### config.mk
export PLATFORM = sky130hd
export DESIGN_NAME = dec_ix_queue
export DESIGN_NICKNAME = d
export VERILOG_FILES = /design/src/rtl/dec_ix_queue_pkg.sv /design/src/rtl/dec_ix_queue.sv
export SDC_FILE = /design/constraint.sdc
export NUM_CORES = 1
export LEC_CHECK = 0
export ABC_AREA = 1
export BUFFER_PORTS_ARGS = -buffer_cell sky130_fd_sc_hd__buf_2
export CORE_MARGIN = 2
export CORE_UTILIZATION = 57
export DETAILED_ROUTE_END_ITERATION = 12
export GPL_TIMING_DRIVEN = 0
export PLACE_DENSITY = 0.79
export SKIP_LAST_GASP = 1
export SLEW_MARGIN = 20
export SYNTH_ARGS = -nofsm -noshare
export SYNTH_HDL_FRONTEND = slang
export SYNTH_SLANG_ARGS = --single-unit
### constraint.sdc
create_clock -name clk -period 14.1 [get_ports clk]
set_clock_uncertainty 0.05 [all_clocks]
set_input_delay 2.82 -clock clk [delete_from_list [all_inputs] [get_ports clk]]
set_output_delay 2.82 -clock clk [all_outputs]
set_load 0.1 [all_outputs]
### src/rtl/dec_ix_queue_pkg.sv
// Shared core constants for the decode -> issue boundary.
// Decode, the issue queue and issue all size their bundles from here.
package dec_ix_queue_pkg;
  localparam int IX_BUNDLE_W = 248;
  localparam int DQ_DEPTH    = 4;

  typedef logic [IX_BUNDLE_W-1:0] ix_bundle_t;
endpackage

### src/rtl/dec_ix_queue.sv
// Decode-to-issue bundle queue: first-word fall-through FIFO with flush.
// Every output is a function of registered state, plus rst gating dec_ix_ready.
module dec_ix_queue
  import dec_ix_queue_pkg::*;
#(
  parameter int DEPTH = DQ_DEPTH,
  parameter int WIDTH = IX_BUNDLE_W
) (
  input  logic                     clk,
  input  logic                     rst,
  input  logic [WIDTH-1:0]         dec_ix_bundle,
  input  logic                     dec_ix_valid,
  output logic                     dec_ix_ready,
  input  logic                     ix_flush,
  output logic [WIDTH-1:0]         dq_ix_bundle,
  output logic                     dq_ix_valid,
  input  logic                     ix_dq_ready,
  output logic [$clog2(DEPTH):0]   dq_count
);

  localparam int PW = $clog2(DEPTH);
  localparam int CW = PW + 1;
  localparam logic [CW-1:0] FULL_CNT = CW'(DEPTH);

  logic [WIDTH-1:0] mem_q [DEPTH];
  logic [PW-1:0]    wr_ptr_q, wr_ptr_d;
  logic [PW-1:0]    rd_ptr_q, rd_ptr_d;
  logic [CW-1:0]    count_q, count_d;
  logic             push, pop;

  // Ready comes only from occupancy, so a pop into a full queue cannot free a slot early.
  assign dec_ix_ready = (count_q != FULL_CNT) && !rst;
  assign dq_ix_valid  = (count_q != '0);
  assign dq_ix_bundle = mem_q[rd_ptr_q];
  assign dq_count     = count_q;

  assign push = dec_ix_valid && dec_ix_ready && !ix_flush;
  assign pop  = dq_ix_valid && ix_dq_ready && !ix_flush;

  always_comb begin
    wr_ptr_d = wr_ptr_q;
    rd_ptr_d = rd_ptr_q;
    count_d  = count_q;
    if (ix_flush) begin
      wr_ptr_d = '0;
      rd_ptr_d = '0;
      count_d  = '0;
    end else begin
      if (push) wr_ptr_d = wr_ptr_q + PW'(1);
      if (pop)  rd_ptr_d = rd_ptr_q + PW'(1);
      case ({push, pop})
        2'b10:   count_d = count_q + CW'(1);
        2'b01:   count_d = count_q - CW'(1);
        default: count_d = count_q;
      endcase
    end
  end

  always_ff @(posedge clk or posedge rst) begin
    if (rst) begin
      wr_ptr_q <= '0;
      rd_ptr_q <= '0;
      count_q  <= '0;
    end else begin
      wr_ptr_q <= wr_ptr_d;
      rd_ptr_q <= rd_ptr_d;
      count_q  <= count_d;
    end
  end

  // Payload storage is deliberately left out of reset; occupancy alone defines validity.
  always_ff @(posedge clk) begin
    if (push) mem_q[wr_ptr_q] <= dec_ix_bundle;
  end

endmodule

---- Word-level counts from Yosys, hierarchy flattened ----
Memory sizes are Yosys's and may differ from the RTL's.
Cells that the tools add are included.
W data, S select, Z words.
word-level totals
  register bits ........................... 7
  memory bits (writable) .................. 992
  word-level logic and storage cells ...... 30
  memories kept ........................... 1
operators by class
  add/sub/neg operators ................... 4
  equal/unequal tests ..................... 3
  muxes and demuxes ....................... 8
  reductions and logical operators ........ 11
memories
  name   words  width  read ports  clocked after memory_dff  write ports  line                text
  mem_q  4      248    1           0                         1            dec_ix_queue.sv:25  logic [WIDTH-1:0] mem_q [DEPTH];
operators with widths
  kind                   count
  $mux W2                4
  $pmux W3 S2            1
  $reduce_bool A3 Y1     2
  $logic_and A1 B1 Y1    5
  $add A2 B1 Y2 const B  2
  $reduce_bool A2 Y1     2
  $add A3 B1 Y3 const B  1
  $mux W3                1
  $ne A3 B3 Y1 const B   1
  $sub A3 B1 Y3 const B  1
  $eq A2 B1 Y1 const B   1
  $eq A2 B2 Y1 const B   1
  $logic_not A1 Y1       2
  $mux W1                2

---- Depth between registers and ports, before layout ----
  word-level depth ........................ 7
  gate-level depth with buffers ........... 13
  depth with buffers taken out ............ 13

---- Worst setup path after synthesis ----
Ideal clock, no wire load.
  path type ............................... input to register
  from .................................... input rst
  to ...................................... memory mem_q[0][0] in the netlist's numbering (enable)
  setup time .............................. 861 ps
  arrival ................................. 13711 ps
  slack ................................... -522 ps
  stages .................................. 5
  buffers on the path ..................... 0
  path through ............................ inv_1 -> nand3_1 -> nor2_1 -> inv_1 -> nor2_1
on the way
  cells in the longest elaborated chain, start to end .. 6
ends and longest elaborated chain
  item                               line                text
  from (decl)                        dec_ix_queue.sv:10  input logic rst,
  $logic_not A1 Y1 (no line)         --
  $logic_and A1 B1 Y1                dec_ix_queue.sv:32  assign dec_ix_ready = (count_q != FULL_CNT) && !rst;
  $logic_and A1 B1 Y1 (2 in series)  dec_ix_queue.sv:37  assign push = dec_ix_valid && dec_ix_ready && !ix_flush;
  $mux W1                            dec_ix_queue.sv:73  if (push) mem_q[wr_ptr_q] <= dec_ix_bundle;
  $mux W1 (implied by the code)      dec_ix_queue.sv:73
  to (decl)                          dec_ix_queue.sv:25
Every way passes these cells.

---- Final worst setup path ----
  from .................................... input rst
  to ...................................... output dec_ix_ready
on the way
  cells in the longest elaborated chain, start to end .. 2
ends and longest elaborated chain
  item                        line                text
  $logic_not A1 Y1 (no line)  --
  $logic_and A1 B1 Y1         dec_ix_queue.sv:32
  to (decl)                   dec_ix_queue.sv:13  output logic dec_ix_ready,
Every way passes these cells.

==> results_dict.tcl <==
set metrics [dict create \
    dpl_cell_area_mm2 0.0417 \
    grt_pass1_wl_um 144000 \
    setup_viol 0 \
    cts_sinks 999 \
    sequentialPowerShare_pct 33.8 \
    seq_area_frac_synth_pct 81.2 \
    antenna_found_initial 42 \
    rows 93 \
    final_util_pct 70.1 \
    hold_viol_final 0 \
    intPower_mw 5.44 \
    fin_setup_tns_ns 0 \
    ys_top_cells_by_area "edfxtp_1 (81%), nor2_1 (5.1%), o22ai_1 (4.2%)" \
    hold_path_class "register to register" \
    grt_pass1_vias 24500 \
    worstReg2RegStart "dq_count[0]" \
    hold_depth 2 \
    min_from "dq_count[0]" \
    drtIter0Drc 3071 \
    floorplan.initialDensity_pct 57.5 \
    fp.dieW_um 259 \
    net-switching-power_mw 4.51 \
    end_kind "primary output" \
    reg2reg_slack_ns 10.61 \
    period_share_pct 44.9 \
    grt_max_degree 24 \
    max_cap_viol_count 0 \
    r2r_cells 12 \
    hpwl_um 64800 \
    p_leak_nw 15.7 \
    ys_warn_count 0 \
    r2r-end "mem_q[3][128]" \
    grt-ovfl-total 0 \
    port_buffers 505 \
    cts_resized 0 \
    drc 0 \
    synthToLayoutAreaGrowth_pct 22.0 \
    drv_slew 0 \
    layout_commonest_cell "edfxtp_1" \
    min_period_ns 6.33 \
    synth.ff_latch_count 999 \
    max_freq_ghz 0.158 \
    routedWlPerCell_um 24.0 \
    power_density_mw_per_mm2 221 \
    synth.net_count 2721 \
    num_io_pins 506 \
    dieArea_mm2 0.0668 \
    final_cell_mix "edfxtp_1 (992), buf_2 (577), nor2_1 (499)" \
    cts_hold_buffers 0 \
    arrival_ns 3.46 \
    multi_input_area_mm2 0.00616 \
    grtUsageTotal_pct 28.6 \
    synth_cell_types 20 \
    pwr-share-clk_pct 26.3 \
    cts_setup_buffers 0 \
    critPathRequiredTime_ns 11.23 \
    rsz0062_at_grt "no" \
    tightest_slew_ns 0.704 \
    clockRootBuffer "clkbuf_16" \
    vias_per_cell 6.05 \
    synth_top_area_share_pct 80.7 \
    crit_path_max_fanout 2 \
    synth_area_mm2 0.0369 \
    p_comb_share_pct 39.9 \
    hold_end "dq_count[0]" \
    place_congestion 0.841 \
    htreeDepth 3 \
    vias 24700 \
    slew_headroom_pct 52.9 \
    clk_pin_slew_ns 0.06 \
    syn_inst 2463 \
    firstDrtPassIters 6 \
    final_layout_size_suffix_gt1_share_pct 24.6 \
    switching_share_pct 45.3 \
    cp-start-kind "input port" \
    core-area_mm2 0.0642 \
    nFillCells 4012 \
    die_y_um 259 \
    hold_ws_ns 0.554 \
    cts_buffer_depth 3 \
    finalWirelength_um 98200 \
    path_class "input port to primary output" \
    fin_area_mm2 0.0450 \
    drtAntennaViolNets 0 \
    fin_nets 3376 \
    register_area_mm2 0.0300 \
    cts_buffers 97 \
    vdd_drop_max_uv 194 \
    cts_tree "built" \
    syn_area_per_cell_um2 15.0 \
    yosys.area.top_type "edfxtp_1" \
    status "complete, no violations" \
    worstSkewPairLatency_ns 0.66 \
]
## critical path, stage by stage
cell     delay [ns]
buf_2          0.11
a21oi_1        0.10
buf_2          0.43
## registers in the layout (all words and copies together) (netlist names)
register  cells
rd_ptr_q      2
mem_q       992
dq_count      3
wr_ptr_q      2
## power by group through the flow
stage               logic, mW  clock network [mW]  registers [mW]
floorplan                3.06                   0            3.46
global placement         3.86                   0            3.47
detailed placement       3.93                   0            3.42
CTS                      3.95                2.63            3.36
global route             4.09                2.75            3.37
finish                   3.97                2.61            3.36
## logic make-up after synthesis
logic type | after synthesis | share of synthesized area (%)
flops | 999 | 81.2
buf+inv | 180 | 2.23
fa+ha+maj | 5 | 0.190
compound gates | 751 | 11.0
xor+xnor | 1 | 0.0237
simple gates | 527 | 5.38
## metrics by stage
step	power [mW]	instances	setup slack, ns
5_1_grt	10.2	4078	7.77
6_report	9.95	4087	7.77
4_1_cts	9.95	4050	7.77
3_5_place_dp	7.36	3874	7.77
2_1_floorplan	6.53	2463	-0.522
3_3_place_gp	7.33	3823	-8.53
## synth_stat cells
master,count
nand2_1,19
nor2_2,1
clkbuf_1,79
nand3_1,4
dfrtp_1,7
o21ai_1,204
o22ai_1,248
buf_2,72
buf_4,10
buf_6,2
ha_1,4
a21oi_1,3
o21ai_0,296
fa_1,1
edfxtp_1,992
inv_1,15
nor2_1,503
inv_6,1
inv_2,1
xnor2_1,1
## cell type report
type / instances / area share (%)
antenna: 37 / 0.206
buffer: 163 / 1.68
clock buffer: 114 / 5.62
clock inverter: 62 / 1.55
inverter: 17 / 0.153
multi-input combinational: 1284 / 13.7
sequential: 999 / 66.5
tap: 855 / 2.38
timing repair buffer: 556 / 8.20
## per-layer routing
layer  vias to the layer above  global-route usage (%)  share of wire, %
met5                         -                       0              0.11
met4                        16                    16.1               5.3
met3                       308                    6.71               9.5
met2                      1528                    46.3                50
met1                     12100                    35.8                35
li1                      10700                       -                 -
## how the worst max path moves through the flow
stage,start,endpoint,slack (ns),cells after the start
after floorplan,rst,mem_q[0][0],-0.52,5
after global placement,rst,mem_q[3][80],-8.53,6
after detailed placement,rst,dec_ix_ready,7.77,3
after CTS,rst,dec_ix_ready,7.77,3
after global routing,rst,dec_ix_ready,7.77,3
final,rst,dec_ix_ready,7.77,3
No activity file was read; power rests on OpenSTA's default activity.
